File: src/rtl/frame_clear_sequencer_pkg.sv
// Shared types and constants for the voxel GPU frame-clear path.
//   clear_state_t   : sequencer states (IDLE, WRITE, DONE)
//   BYTES_PER_WORD  : byte width of one Avalon write word
//   PIXELS_PER_WORD : RGB565 pixels packed into one write word
//   pixel_t         : one RGB565 pixel
//   cnt_width()     : counter width for a count of n, never below 1 bit
package voxel_gpu_pkg;

  typedef enum logic [1:0] {
    IDLE  = 2'd0,
    WRITE = 2'd1,
    DONE  = 2'd2
  } clear_state_t;

  localparam int unsigned BYTES_PER_WORD  = 4;
  localparam int unsigned PIXELS_PER_WORD = 2;

  typedef logic [15:0] pixel_t;

  function automatic int unsigned cnt_width(input int unsigned n);
    return (n <= 1) ? 1 : $clog2(n);
  endfunction

endpackage

File: src/rtl/frame_clear_sequencer_if.sv
// Avalon-MM write-only master bundle used by the frame-clear sequencer.
//   address     : byte address of the write
//   writedata   : 32-bit write word
//   write       : write strobe
//   waitrequest : slave stall; the master holds everything while it is high
interface frame_clear_sequencer_if;

  logic [31:0] address;
  logic [31:0] writedata;
  logic        write;
  logic        waitrequest;

  modport master (
    output address,
    output writedata,
    output write,
    input  waitrequest
  );

  modport slave (
    input  address,
    input  writedata,
    input  write,
    output waitrequest
  );

endinterface

File: src/rtl/frame_clear_sequencer_addr_gen.sv
// clear_addr_gen: walks the back buffer in row-major order.
//   clock, reset_n : clock and async active-low reset
//   load           : restart at word 0 of row 0 from base
//   base           : word-aligned byte base address
//   advance        : current word was accepted, step to the next one
//   address        : registered byte address of the current word
//   last           : current word is the final word of the frame
// Row starts are accumulated by adding ROW_STRIDE, and the word address is
// kept as its own register so the bus address never passes through an adder.
module clear_addr_gen
  import voxel_gpu_pkg::*;
#(
  parameter logic [15:0] H_RESOLUTION = 16'd256,
  parameter logic [15:0] V_RESOLUTION = 16'd192,
  parameter logic [31:0] ROW_STRIDE   = 32'd1024
) (
  input  logic        clock,
  input  logic        reset_n,
  input  logic        load,
  input  logic [31:0] base,
  input  logic        advance,
  output logic [31:0] address,
  output logic        last
);

  localparam int unsigned WORDS_PER_ROW = 32'(H_RESOLUTION) / PIXELS_PER_WORD;
  localparam int unsigned XW = cnt_width(WORDS_PER_ROW);
  localparam int unsigned YW = cnt_width(32'(V_RESOLUTION));
  localparam logic [XW-1:0] X_LAST = XW'(WORDS_PER_ROW - 1);
  localparam logic [YW-1:0] Y_LAST = YW'(32'(V_RESOLUTION) - 1);

  logic [XW-1:0] x;
  logic [YW-1:0] y;
  logic [31:0]   row_base;

  always_ff @(posedge clock or negedge reset_n) begin
    if (!reset_n) begin
      x        <= '0;
      y        <= '0;
      row_base <= '0;
      address  <= '0;
    end else if (load) begin
      x        <= '0;
      y        <= '0;
      row_base <= base;
      address  <= base;
    end else if (advance) begin
      if (x == X_LAST) begin
        x        <= '0;
        y        <= y + YW'(1);
        row_base <= row_base + ROW_STRIDE;
        address  <= row_base + ROW_STRIDE;
      end else begin
        x        <= x + XW'(1);
        address  <= address + 32'(BYTES_PER_WORD);
      end
    end
  end

  assign last = (x == X_LAST) && (y == Y_LAST);

endmodule

File: src/rtl/frame_clear_sequencer.sv
// frame_clear_sequencer: fills the back pixel buffer with one RGB565 colour,
// two pixels per Avalon write, then pulses done.
//   clock, reset_n : clock and async active-low reset
//   start          : one-cycle clear request, honoured only in IDLE
//   back_buffer    : byte base of the buffer (low two bits ignored)
//   clear_color    : RGB565 fill colour
//   busy           : high whenever the sequencer is not IDLE
//   done           : one-cycle pulse after the last write is accepted
//   m1             : Avalon-MM write master, owned while busy
//
// state | meaning
// IDLE  | waiting for start; bus idle
// WRITE | issuing pixel words, holding each until waitrequest drops
// DONE  | single-cycle done pulse, bus idle
module frame_clear_sequencer
  import voxel_gpu_pkg::*;
#(
  parameter logic [15:0] H_RESOLUTION = 16'd256,
  parameter logic [15:0] V_RESOLUTION = 16'd192,
  parameter logic [31:0] ROW_STRIDE   = 32'd1024
) (
  input  logic                     clock,
  input  logic                     reset_n,
  input  logic                     start,
  input  logic [31:0]              back_buffer,
  input  pixel_t                   clear_color,
  output logic                     busy,
  output logic                     done,
  frame_clear_sequencer_if.master  m1
);

  clear_state_t state;
  logic         accept;
  logic         load;
  logic         last_word;
  logic [31:0]  word_addr;

  // waitrequest only steers next-state decisions; bus outputs are registers.
  assign accept = m1.write && !m1.waitrequest;
  assign load   = (state == IDLE) && start;

  clear_addr_gen #(
    .H_RESOLUTION (H_RESOLUTION),
    .V_RESOLUTION (V_RESOLUTION),
    .ROW_STRIDE   (ROW_STRIDE)
  ) u_addr_gen (
    .clock   (clock),
    .reset_n (reset_n),
    .load    (load),
    .base    (back_buffer & 32'hFFFF_FFFC),
    .advance (accept),
    .address (word_addr),
    .last    (last_word)
  );

  assign m1.address = word_addr;

  always_ff @(posedge clock or negedge reset_n) begin
    if (!reset_n) begin
      state        <= IDLE;
      busy         <= 1'b0;
      done         <= 1'b0;
      m1.write     <= 1'b0;
      m1.writedata <= '0;
    end else begin
      done <= 1'b0;
      case (state)
        IDLE: begin
          if (start) begin
            state        <= WRITE;
            busy         <= 1'b1;
            m1.write     <= 1'b1;
            m1.writedata <= {clear_color, clear_color};
          end
        end
        WRITE: begin
          if (accept && last_word) begin
            state    <= DONE;
            m1.write <= 1'b0;
            done     <= 1'b1;
          end
        end
        DONE: begin
          state <= IDLE;
          busy  <= 1'b0;
        end
        default: begin
          state    <= IDLE;
          busy     <= 1'b0;
          m1.write <= 1'b0;
        end
      endcase
    end
  end

endmodule

File: src/flat_wrapper.sv
// flat-port wrapper written by rule: the top's interface ports become plain ports
module frame_clear_sequencer_flat import voxel_gpu_pkg::*;
#(
  parameter logic [15:0] H_RESOLUTION = 16'd256,
  parameter logic [15:0] V_RESOLUTION = 16'd192,
  parameter logic [31:0] ROW_STRIDE   = 32'd1024
)
  (clock, reset_n, start, back_buffer, clear_color, busy, done, m1_address, m1_writedata, m1_write, m1_waitrequest);
  frame_clear_sequencer_if m1_i ();
  input  logic clock;
  input  logic reset_n;
  input  logic start;
  input  logic [31:0] back_buffer;
  input  pixel_t clear_color;
  output logic busy;
  output logic done;
  output wire logic [$bits(m1_i.address)-1:0] m1_address;
  output wire logic [$bits(m1_i.writedata)-1:0] m1_writedata;
  output wire logic [$bits(m1_i.write)-1:0] m1_write;
  input wire logic [$bits(m1_i.waitrequest)-1:0] m1_waitrequest;
  assign m1_address = m1_i.address;
  assign m1_writedata = m1_i.writedata;
  assign m1_write = m1_i.write;
  assign m1_i.waitrequest = m1_waitrequest;
  frame_clear_sequencer #(.H_RESOLUTION(H_RESOLUTION), .V_RESOLUTION(V_RESOLUTION), .ROW_STRIDE(ROW_STRIDE)) u_core (.clock(clock), .reset_n(reset_n), .start(start), .back_buffer(back_buffer), .clear_color(clear_color), .busy(busy), .done(done), .m1(m1_i));
endmodule
File: config.mk
export PLATFORM = sky130hd
export DESIGN_NAME = frame_clear_sequencer_flat
export DESIGN_NICKNAME = d
export VERILOG_FILES = /design/src/rtl/frame_clear_sequencer_pkg.sv /design/src/rtl/frame_clear_sequencer_if.sv /design/src/rtl/frame_clear_sequencer_addr_gen.sv /design/src/rtl/frame_clear_sequencer.sv /design/src/flat_wrapper.sv
export SDC_FILE = /design/constraint.sdc
export NUM_CORES = 1
export LEC_CHECK = 0
export BUFFER_PORTS_ARGS = -buffer_cell sky130_fd_sc_hd__clkbuf_2
export CAP_MARGIN = 20
export CORE_ASPECT_RATIO = 0.75
export CORE_MARGIN = 10
export CORE_UTILIZATION = 59
export CTS_CLUSTER_DIAMETER = 30
export CTS_CLUSTER_SIZE = 30
export DETAILED_ROUTE_END_ITERATION = 6
export MAX_ROUTING_LAYER = met4
export PLACE_DENSITY = 0.85
export SETUP_SLACK_MARGIN = 0.2
export SLEW_MARGIN = 20
export SYNTH_ARGS = -nofsm -noshare
export SYNTH_HDL_FRONTEND = slang
export SYNTH_SLANG_ARGS = --single-unit
File: constraint.sdc
create_clock -name clock -period 5.4 [get_ports clock]
set_input_delay 1.08 -clock clock [delete_from_list [all_inputs] [get_ports clock]]
set_output_delay 1.08 -clock clock [all_outputs]
set_load 0.005 [all_outputs]
==> impl_results.md, run 1 <==
* Status: finished with violations
* Failing checks: DRC
* FF+latch count, synth at 97
* Power, Total at between 0.0015 and 0.002 W
* Gpl congestion at around 0.93
* Multi-input gate area at 0.00282 mm^2
* Area growth syn-to-layout at 14.7%
* DR WL/cell at roughly 18 um
* Core ar. at just over 0.009 mm^2
* TNS Setup at 0 ps
* Finished Layout Cells at slightly below 900
* Gate Count Post-Synth at ~660
* Largest net degree at the start of global routing at 53
* Initial antenna violation count at 0
* Routed Wire Length at roughly 16 mm
* Clk Latency, worst-skew pair at around 350 ps
* Leakage at ~3.0 nW
* Hold Buf Count CTS at 0
* Top cells by area, synth: dfrtp_1 (44%), nand2_1 (8.9%), xor2_1 (4.6%)
* Max VDD drop at 0.202 mV
* Syn Nets at a little over 700
* WP buf/inv at 2
* HPWL Detailed at between 10 and 15 mm
* Max_cap viols at 0
* Final number of max-transition violations at 0
* Vias/cell at approximately 6
* Inst Count DP at about 850
* FILL cells at a little under 800
* CTS tree: done
* Drt drc at 2
* Commonest non-fill, non-tap cell in the layout: nand2_1
* Post-synth ARST share at 100%
* Worst Skew at approximately 5.8 ps
* CP max-delay cell: or3b_2
* Final setup viols at 0
* CP max FO at 34
* Max_slew headroom at 32.2%
* Via count at about 5,200
* Crit-path max cell delay at 770 ps
* Area share of the largest cell type after synthesis at between 40% and 50%
* First DRT Iteration DRCs at 574
* Critical Path RT at 5660 ps
* Least-Margin Pin Slew at between 1000 and 1500 ps
* Register area share after synthesis at between 40 and 50%
* Hold Startpoint: u_core.u_addr_gen.row_base[9]$_DFFE_PN0P_
* Share of layout cells above drive strength 1 at 22.0%
* Syn_area_per_cell at about 8.5 um^2
* CP Class: in -> reg
* Antenna Cells at 0
* CTS HTree Levels at 3
* Commonest cells after routing, fill and taps aside: nand2_1 (132), clkbuf_2 (115), dfrtp_1 (97)
* Total GRT Usage at 23.2%
* Die X at 132 um
* First-pass iteration count of the detailed router at 7
* Pwr per Cell Area at 278 mW/mm^2
* Site row count at 30
* DRT antenna net count at 0
* Grt total ovfl at 0
* Worst setup startpoint: start
* Final Hold Vio Count at 0
* CTS root buf: clkbuf_16
* Vias in the first global route at 5,088
* Hold Path Class: reg -> reg
* Yosys warning count at 0
* FF+latch area at roughly 0.0024 mm^2
* Main synth FF type: dfrtp_1
* Worst hold slack at between 400 and 500 ps
* TritonCTS Sinks at 97
* Max Fclk at roughly 340 MHz
* Cell variety after synth at 59
* Nets at between 700 and 800
* PostCTS Resize Cnt at 0
* Die area at about 0.014 mm^2
* CTS buffer count at 9
* Crit. End Element: register
* Post-CTS setup buffer count at 0
* Number of I/O pins at about 120
* Starting density of the core at 60.9%
* Cell taking the most area after synthesis: dfrtp_1
* RSZ-0062 raised after global routing: false
* Die Ht at between 100 and 150 um
* Worst reg2reg path startpoint: u_core.u_addr_gen.x[0]$_DFFE_PN0P_
* Number of buffers added on ports at 116
* Number of synthesized flops with an enable pin at 0
* Tcrit/Tclk final at a little over half
* Mapped cell area at roughly 0.0056 mm^2
* Startpoint types: input pin
* Clk slew on worst S/H paths at roughly 70 ps
* Clk buf depth at 2
* Core Util, Final at 69.9%
* First-pass GRT wire length at roughly 26 mm
* Crit path arrival time at approximately 3200 ps
* Min Tclk post-route at just under 3000 ps
* Crit path cell chain: clkbuf_2 -> or3b_2 -> buf_4 -> nand2_1 -> nand4_1 -> xor2_1 -> nor3_1
* Delay-heaviest family, CP: simple AND/OR/NAND/NOR gates
==> power breakdown <==
group / leakage [nW] / total, W / switching [W] / internal [W]
registers: 1.20 / 0.000902 / 0.000103 / 0.000799
clock network: 0.133 / 0.000596 / 0.000282 / 0.000314
logic: 1.65 / 0.000277 / 0.000147 / 0.000130
total: 2.99 / 0.00177 / 0.000532 / 0.00124
==> area by class of cell <==
type / count / area share [%]
Clock buffer: 10 / 3.59
Tap cell: 128 / 2.51
Inverter: 9 / 0.530
Timing Repair Buffer: 126 / 10.3
Multi-Input combinational cell: 494 / 44.3
Sequential cell: 97 / 38.1
Clock inverter: 6 / 0.687
==> layer usage <==
metal | global-route usage, % | wire length [um] | up-vias
met2 | 34.7 | 7170 | 269
li1 | - | - | 2416
met3 | 5.07 | 1360 | 26
met5 | - | 0 | -
met1 | 31.2 | 6990 | 2490
met4 | 6.34 | 244 | 0
==> per-stage QoR <==
stage | setup slack [ps] | area [um^2]
final | 2490 | 6370
after global routing | 2370 | 6370
after CTS | 2520 | 6370
after detailed placement | 2160 | 6100
after global placement | 2210 | 6100
after floorplan | 2840 | 5560
==> worst reg2reg max path, stage by stage, from the launching register on <==
cell	delay, ps
dfrtp_1	430
ha_1	220
nand4_1	210
nor3_1	870
a21boi_0	400
o21ai_0	170
a21oi_1	90
a21oi_1	130
==> kinds of logic (layout without fill, tap and decap cells) <==
family	Yosys count	after routing	synth area share, %
buffers and inverters	64	151	5.67
muxes	4	4	0.721
DFF	97	97	43.7
and+or+nand+nor	297	297	25.9
adders and majority gates	4	4	0.901
AOI/OAI and AO/OA	134	134	14.5
xor gates and xnor gates	55	55	8.67
==> sequential cells by signal, summed over array words and instances (netlist names) <==
signal                      flops
u_core.done                     1
u_core.u_addr_gen.y             8
u_core.u_addr_gen.address      31
u_core.u_addr_gen.x             7
u_core.state                    2
u_core.busy                     1
u_core.m1.write                 1
u_core.u_addr_gen.row_base     30
u_core.m1.writedata            16
==> cells in the mapped netlist, types with 5 or more instances <==
| master | count |
|---|---|
| o22ai_1 | 9 |
| dfrtp_1 | 97 |
| nand4_1 | 13 |
| inv_1 | 9 |
| o21ai_1 | 6 |
| nand3_1 | 29 |
| a31oi_1 | 5 |
| clkbuf_1 | 28 |
| xnor2_1 | 26 |
| o21ai_0 | 35 |
| nor2_1 | 59 |
| o211ai_1 | 6 |
| buf_4 | 17 |
| xor2_1 | 29 |
| buf_1 | 6 |
| and3_1 | 14 |
| a21oi_1 | 45 |
| nand2_1 | 132 |
| nor3_1 | 11 |
==> final timing paths <==
path | endpoint | slack [ps] | cells past startpoint
max | u_core.u_addr_gen.x[3]$_DFFE_PN0P_ | 2490 | 7
min | u_core.u_addr_gen.row_base[9]$_DFFE_PN0P_ | 490 | 2
max reg2reg | u_core.u_addr_gen.address[14]$_DFFE_PN0P_ | 2800 | 7
min reg2reg | u_core.u_addr_gen.row_base[9]$_DFFE_PN0P_ | 490 | 2
max in group asynchronous | u_core.u_addr_gen.address[15]$_DFFE_PN0P_ | 3570 | 2
min in group asynchronous | u_core.u_addr_gen.row_base[23]$_DFFE_PN0P_ | 730 | 1
(Power assumes the default switching activity.)
==> run 2, diff against run 1 <==
Settings changed: CORE_UTILIZATION 59 to 55, PLACE_DENSITY 0.85 to 0.8.
Clock period 5.4 ns to 3 ns, I/O delays scaled along.
==> run 2 against run 1 <==
The flow now finishes without violations. Sequential power grew 80%. Core utilization shrank 3.9 points. Die area grew 6.0%. Combinational power grew 84%. Sequential share of layout area shrank 0.45 points. Count of clock-buffer cells in the layout is the same. Flip-flop and latch count is the same. Worst hold slack lost 230 ps. Non-clock buffer count grew 5. Register-to-register slack lost 2400 ps. Via count grew 2.0%. Critical path type is now reg -> reg. Critical endpoint is now u_core.u_addr_gen.address[14]$_DFFE_PN0P_. Largest cell class unchanged. Highest routed layer unchanged.
==> impl_results.md, run 2 (same netlist as run 1, synthesis figures left out) <==
* Largest regs: u_core.u_addr_gen.address (31), u_core.u_addr_gen.row_base (30), u_core.m1.writedata (16)
* Clk buf depth at 2 (unchanged)
* HPWL Detailed at 11.8 mm (+5.2%)
* Max_slew headroom at 27.0% (-5.2 points)
* DRT antenna net count at 0 (unchanged)
* Hold Path Class: in -> async
* Site row count at 31 (+3.3%)
* Max_cap viols at 0 (unchanged)
* Die area at 0.0146 mm^2 (+6.0%)
* Commonest non-fill, non-tap cell in the layout: nand2_1
* Least-Margin Pin Slew at 1090 ps (+78.1 ps)
* Crit path cell chain: ha_1 -> nand4_1 -> nor3_1 -> a21boi_0 -> o21ai_0 -> a21oi_1 -> a21oi_1
* Die Ht at 107 um (+2.9%)
* Max Fclk at between 300 and 400 MHz
* Drt drc at 0 (-2)
* CP Class: reg -> reg
* Clk Latency, worst-skew pair at 350 ps (about the same)
* Number of I/O pins at 119 (unchanged)
* CP max-delay cell: nor3_1
* Commonest cells after routing, fill and taps aside: nand2_1 (132), clkbuf_2 (115), dfrtp_1 (97)
* Final setup viols at 0 (unchanged)
* Startpoint types: register
* Hold Buf Count CTS at 0 (unchanged)
* CTS tree: done
* Pwr per Cell Area at 513 mW/mm^2 (+84%)
* CP max FO at 7 (-79%)
* Worst hold slack at 255 ps (-230 ps)
* Initial antenna violation count at 0 (unchanged)
* Status: finished, final reports clean
* Vias/cell at 6.04 (+0.96%)
* FILL cells at 843 (+9.1%)
* Post-CTS setup buffer count at 0 (unchanged)
* Largest net degree at the start of global routing at 46 (-13%)
* Starting density of the core at 56.8% (-4.1 points)
* Crit path arrival time at 2920 ps (-250 ps)
* TNS Setup at 0 ps (unchanged)
* RSZ-0062 raised after global routing: false
* Crit-path max cell delay at 920 ps (+150 ps)
* Total GRT Usage at 22.8% (-0.43 points)
* Largest Register: u_core.u_addr_gen.address
* Area growth syn-to-layout at 16.1%
* Final number of max-transition violations at 0 (unchanged)
* TritonCTS Sinks at 97 (unchanged)
* Critical Path RT at 3270 ps (-2390 ps)
* DR WL/cell at 18.5 um (+1.9%)
* First-pass iteration count of the detailed router at 5 (-2)
* Via count at 5,305 (+2.0%)
* Grt total ovfl at 0 (unchanged)
* Largest register FFs at 31 (unchanged)
* First DRT Iteration DRCs at 607 (+5.7%)
* Share of layout cells above drive strength 1 at 22.5% (+0.52 points)
* Final Hold Vio Count at 0 (unchanged)
* First-pass GRT wire length at 26.3 mm (+1.7%)
* PostCTS Resize Cnt at 0 (unchanged)
* CTS HTree Levels at 3 (unchanged)
* Worst Skew at 10.2 ps (+4.42 ps)
* Tcrit/Tclk final at approximately 88%
* CTS root buf: clkbuf_16
* Vias in the first global route at 5,154 (+1.3%)
* Routed Wire Length at 16.2 mm (+2.9%)
* Number of buffers added on ports at 116 (unchanged)
* Cell repeated most along the worst path: a21oi_1
* Leakage at 3.03 nW (+1.4%)
* Gpl congestion at 0.903 (-2.8%)
* CTS buffer count at 9 (unchanged)
* Clk slew on worst S/H paths at 70 ps (about the same)
* Antenna Cells at 0 (unchanged)
* Nets at 798 (+0.63%)
* Core ar. at 0.00977 mm^2 (+7.2%)
* Max VDD drop at 0.434 mV (+120%)
* Die X at 136 um (+3.0%)
* Min Tclk post-route at about 2600 ps
* Crit. End Element: register
==> run 2: routing by layer <==
| metal | part of all wire, % | vias up | global-route usage, % | wire, um |
|---|---|---|---|---|
| met1 | 43 | 2575 | 30.1 | 6990 |
| met4 | 1.3 | 0 | 6.53 | 215 |
| met2 | 46 | 280 | 34.2 | 7440 |
| met5 | 0 | - | - | 0 |
| li1 | - | 2430 | - | - |
| met3 | 9.7 | 20 | 5.60 | 1570 |
==> run 2: cell type report <==
class	count	area, um^2	share of cell area [%]
Clock inverter	6	57.6	0.892
Sequential cell	97	2430	37.6
Multi-Input combinational cell	494	2820	43.7
Clock buffer	10	239	3.71
Tap cell	132	165	2.56
Timing Repair Buffer	131	708	11.0
Inverter	9	33.8	0.524
==> run 2: through the flow <==
| stage | setup slack (ps) | utilization (%) | power, W | cells | cell area (um^2) |
|---|---|---|---|---|---|
| 6_report | 351 | 66.0 | 0.00331 | 879 | 6450 |
| 5_1_grt | 228 | 66.0 | 0.00345 | 879 | 6450 |
| 4_1_cts | 456 | 66.0 | 0.00332 | 879 | 6450 |
| 3_3_place_gp | 424 | 63.0 | 0.00212 | 863 | 6150 |
| 2_1_floorplan | 917 | - | 0.00190 | 655 | 5560 |
| 3_5_place_dp | 383 | 63.0 | 0.00215 | 863 | 6150 |
==> run 2: critical path: cells and delay by family (launching register included) <==
kind / cells / cell delay [ps]
AOI/OAI and AO/OA: 4 / 800
adders and majority gates: 1 / 230
DFF: 1 / 420
and+or+nand+nor: 2 / 1120
==> run 2: final timing paths <==
kind	start	endpoint	cells past startpoint	slack [ps]
max in group asynchronous	reset_n	u_core.m1.writedata[26]$_DFFE_PN0P_	2	2070
min	reset_n	u_core.u_addr_gen.address[27]$_DFFE_PN0P_	1	260
max reg2reg	u_core.u_addr_gen.x[0]$_DFFE_PN0P_	u_core.u_addr_gen.address[14]$_DFFE_PN0P_	7	350
max	u_core.u_addr_gen.x[0]$_DFFE_PN0P_	u_core.u_addr_gen.address[14]$_DFFE_PN0P_	7	350
min reg2reg	u_core.u_addr_gen.row_base[5]$_DFFE_PN0P_	u_core.u_addr_gen.row_base[5]$_DFFE_PN0P_	2	480
min in group clock	clear_color[10]	u_core.m1.writedata[26]$_DFFE_PN0P_	3	440
==> run 2: power breakdown <==
group / leakage (nW) / switching [W] / internal (W)
clock network: 0.148 / 0.000514 / 0.000664
logic: 1.68 / 0.000272 / 0.000238
registers: 1.20 / 0.000187 / 0.00144
==> run 3, diff against run 2 <==
Settings changed: ABC_CLOCK_PERIOD_IN_PS from default to 2200, CORE_UTILIZATION 55 to 50, PLACE_DENSITY 0.8 to 0.77.
Clock period 3 ns to 2.2 ns, I/O delays scaled along.
==> run 3 against run 2 <==
Sequential share of layout area fell by 3.7 points. Worst hold slack got worse by 180 ps. Combinational power rose by 96%. Non-clock buffer count rose by 66. Final cell count rose by 8.4%. Critical path type unchanged.
==> impl_results.md, run 3 (same netlist as run 1, synthesis figures left out) <==
* Status: finished, final reports clean
* Die area at 0.0158 mm^2 (+8.3%)
* Clk pwr share at 32.5% (-3.0 points)
* RSZ-0062 raised after global routing: true
* Site row count at 33 (+6.5%)
* Final Hold Vio Count at 0 (unchanged)
* Initial antenna violation count at 0 (unchanged)
* Commonest non-fill, non-tap cell in the layout: nand2_1
* Net switching power figure at 0.00141 W (+45%)
* Largest regs: u_core.u_addr_gen.address (31), u_core.u_addr_gen.row_base (30), u_core.m1.writedata (16)
* Combinational share of power at 21.3% (+5.9 points)
* CTS root buf: clkbuf_16
* Crit path arrival time at 2290 ps (-630 ps)
* Area growth syn-to-layout at 29.2%
* Crit-path max cell delay at 470 ps (-450 ps)
* Gpl congestion at 0.964 (+6.7%)
* Final number of max-transition violations at 0 (unchanged)
* First-pass iteration count of the detailed router at 5 (unchanged)
* Clk slew on worst S/H paths at 70 ps (about the same)
* Commonest cells after routing, fill and taps aside: nand2_1 (128), clkbuf_2 (115), dfrtp_1 (92)
* Tcrit/Tclk final at 93.9% (+5.6 points)
* CP Class: reg -> reg
* Clk Latency, worst-skew pair at 350 ps (about the same)
* Max Fclk at 484 MHz (+28%)
* Antenna Cells at 0 (unchanged)
* Share of layout cells above drive strength 1 at 32.8% (+10 points)
* Core ar. at 0.0109 mm^2 (+12%)
* CTS HTree Levels at 3 (unchanged)
* Vias/cell at 5.78 (-4.2%)
* CTS buffer count at 9 (unchanged)
* First DRT Iteration DRCs at 560 (-7.7%)
* Routed Wire Length at 17.6 mm (+8.3%)
* Hold Path Class: in -> async
* Leakage at 3.37 nW (+11%)
* Die X at 142 um (+4.2%)
* Largest net degree at the start of global routing at 41 (-11%)
* DRT antenna net count at 0 (unchanged)
* CP max FO at 4 (-3)
* Total GRT Usage at 22.1% (-0.73 points)
* Largest Register: u_core.u_addr_gen.address
* Worst Skew at 9.51 ps (-0.718 ps)
* Clk buf depth at 2 (unchanged)
* Startpoint types: register
* Least-Margin Pin Slew at 552 ps (-535 ps)
* Part of the power in registers at 46.3% (-2.8 points)
* Pint at 0.00331 W (+41%)
* Max VDD drop at 0.560 mV (+29%)
* First-pass GRT wire length at 28.0 mm (+6.5%)
* Final setup viols at 0 (unchanged)
* TritonCTS Sinks at 97 (unchanged)
* Crit. End Element: register
* Via count at 5,511 (+3.9%)
* Min Tclk post-route at 2070 ps (-583 ps)
* Hold Buf Count CTS at 0 (unchanged)
* Pwr per Cell Area at 657 mW/mm^2 (+28%)
* TNS Setup at 0 ps (unchanged)
* Starting density of the core at 51.0% (-5.9 points)
* Largest register FFs at 31 (unchanged)
* Crit path cell chain: ha_4 -> nand2_2 -> or4_4 -> or3_4 -> nor2_4 -> mux2i_1 -> o2111ai_2
* FILL cells at 893 (+5.9%)
* Max_slew headroom at 63.2% (+36 points)
* Max_cap viols at 0 (unchanged)
* CTS tree: done
* Drt drc at 0 (unchanged)
* CP max-delay cell: or4_4
* Sw Share at 29.9% (+0.50 points)
* Die Ht at 111 um (+4.0%)
* Multi-input gate area at 0.00300 mm^2 (+6.3%)
* Critical Path RT at 2420 ps (-850 ps)
* Core Util, Final at 65.9% (-0.14 points)
* Number of I/O pins at 119 (unchanged)
* FF+latch area at 0.00243 mm^2 (+0.26%)
* Nets at 865 (+8.4%)
* Vias in the first global route at 5,437 (+5.5%)
* DR WL/cell at 18.4 um (about the same)
* Grt total ovfl at 0 (unchanged)
* Number of buffers added on ports at 116 (unchanged)
* HPWL Detailed at 12.8 mm (+8.5%)
-- run 3: cell count changes in the layout (fill, tap and decap cells not counted), moves of 4 or more --
cell / before / now
buf_4: 15 / 73
buf_6: 0 / 5
dfrtp_1: 97 / 92
dfrtp_2: 0 / 5
nand2_1: 132 / 128
nand2_2: 0 / 4
nor2_1: 59 / 54
nor3_1: 11 / 7
-- run 3: area by class of cell --
| class | instances | area share [%] |
|---|---|---|
| multi-input cells | 495 | 41.8 |
| flip-flops and latches | 97 | 33.9 |
| repair buffers | 197 | 17.5 |
| clock buffers | 13 | 3.77 |
| well taps | 140 | 2.44 |
| inverters | 9 | 0.471 |
| clock inverters | 2 | 0.174 |
-- run 3: per-layer routing --
| metal | vias up | wire length [um] | GRT usage, % |
|---|---|---|---|
| li1 | 2564 | - | - |
| met2 | 265 | 7960 | 32.1 |
| met5 | - | 0 | - |
| met1 | 2643 | 7680 | 29.7 |
| met3 | 39 | 1610 | 5.74 |
| met4 | 0 | 324 | 6.12 |
-- run 3: timing repair --
action,CTS,global route
cloned,0,1
gates resized for setup,9,43
setup endpoints to repair,32,47
buffers inserted,10,16
pin swaps,5,12
-- run 3: path summary, 6_finish.rpt --
kind,start,end,slack (ps),depth (start not counted)
max in group asynchronous,reset_n,u_core.u_addr_gen.row_base[21]$_DFFE_PN0P_,1380,2
setup / recovery,u_core.u_addr_gen.address[3]$_DFFE_PN0P_,u_core.u_addr_gen.address[30]$_DFFE_PN0P_,130,7
setup reg to reg,u_core.u_addr_gen.address[3]$_DFFE_PN0P_,u_core.u_addr_gen.address[30]$_DFFE_PN0P_,130,7
hold reg to reg,u_core.u_addr_gen.row_base[7]$_DFFE_PN0P_,u_core.u_addr_gen.row_base[7]$_DFFE_PN0P_,470,2
min in group clock,clear_color[14],u_core.m1.writedata[30]$_DFFE_PN0P_,280,3
hold / removal,reset_n,u_core.m1.writedata[20]$_DFFE_PN0P_,70,1
-- run 3: stage by stage --
step	total power [W]	instance area [um^2]	hold slack [ps]	setup WS (ps)	std cells
6_report	0.00472	7180	73.9	134	953
5_1_grt	0.00493	7180	112	16.5	953
4_1_cts	0.00466	6900	82.4	133	936
3_5_place_dp	0.00305	6500	453	32.0	911
3_3_place_gp	0.00300	6500	451	59.2	911
2_1_floorplan	0.00261	5580	144	183	655
-- run 3: power by group through the flow --
| stage | clock network, W | logic [W] | registers (W) |
|---|---|---|---|
| 2_1_floorplan | 0 | 0.000410 | 0.00220 |
| 3_3_place_gp | 0 | 0.000812 | 0.00219 |
| 3_5_place_dp | 0 | 0.000842 | 0.00221 |
| 4_1_cts | 0.00155 | 0.000943 | 0.00217 |
| 5_1_grt | 0.00162 | 0.00110 | 0.00220 |
| 6_report | 0.00153 | 0.00100 | 0.00218 |
-- run 3: critical path: cells and delay by family, from the launching register on --
family	cells	cell delay (ps)
multiplexers	1	220
adder cells (fa/ha/maj)	1	180
AND/OR/NAND/NOR	4	1010
flip-flops	1	410
AO/OA/AOI/OAI	1	110
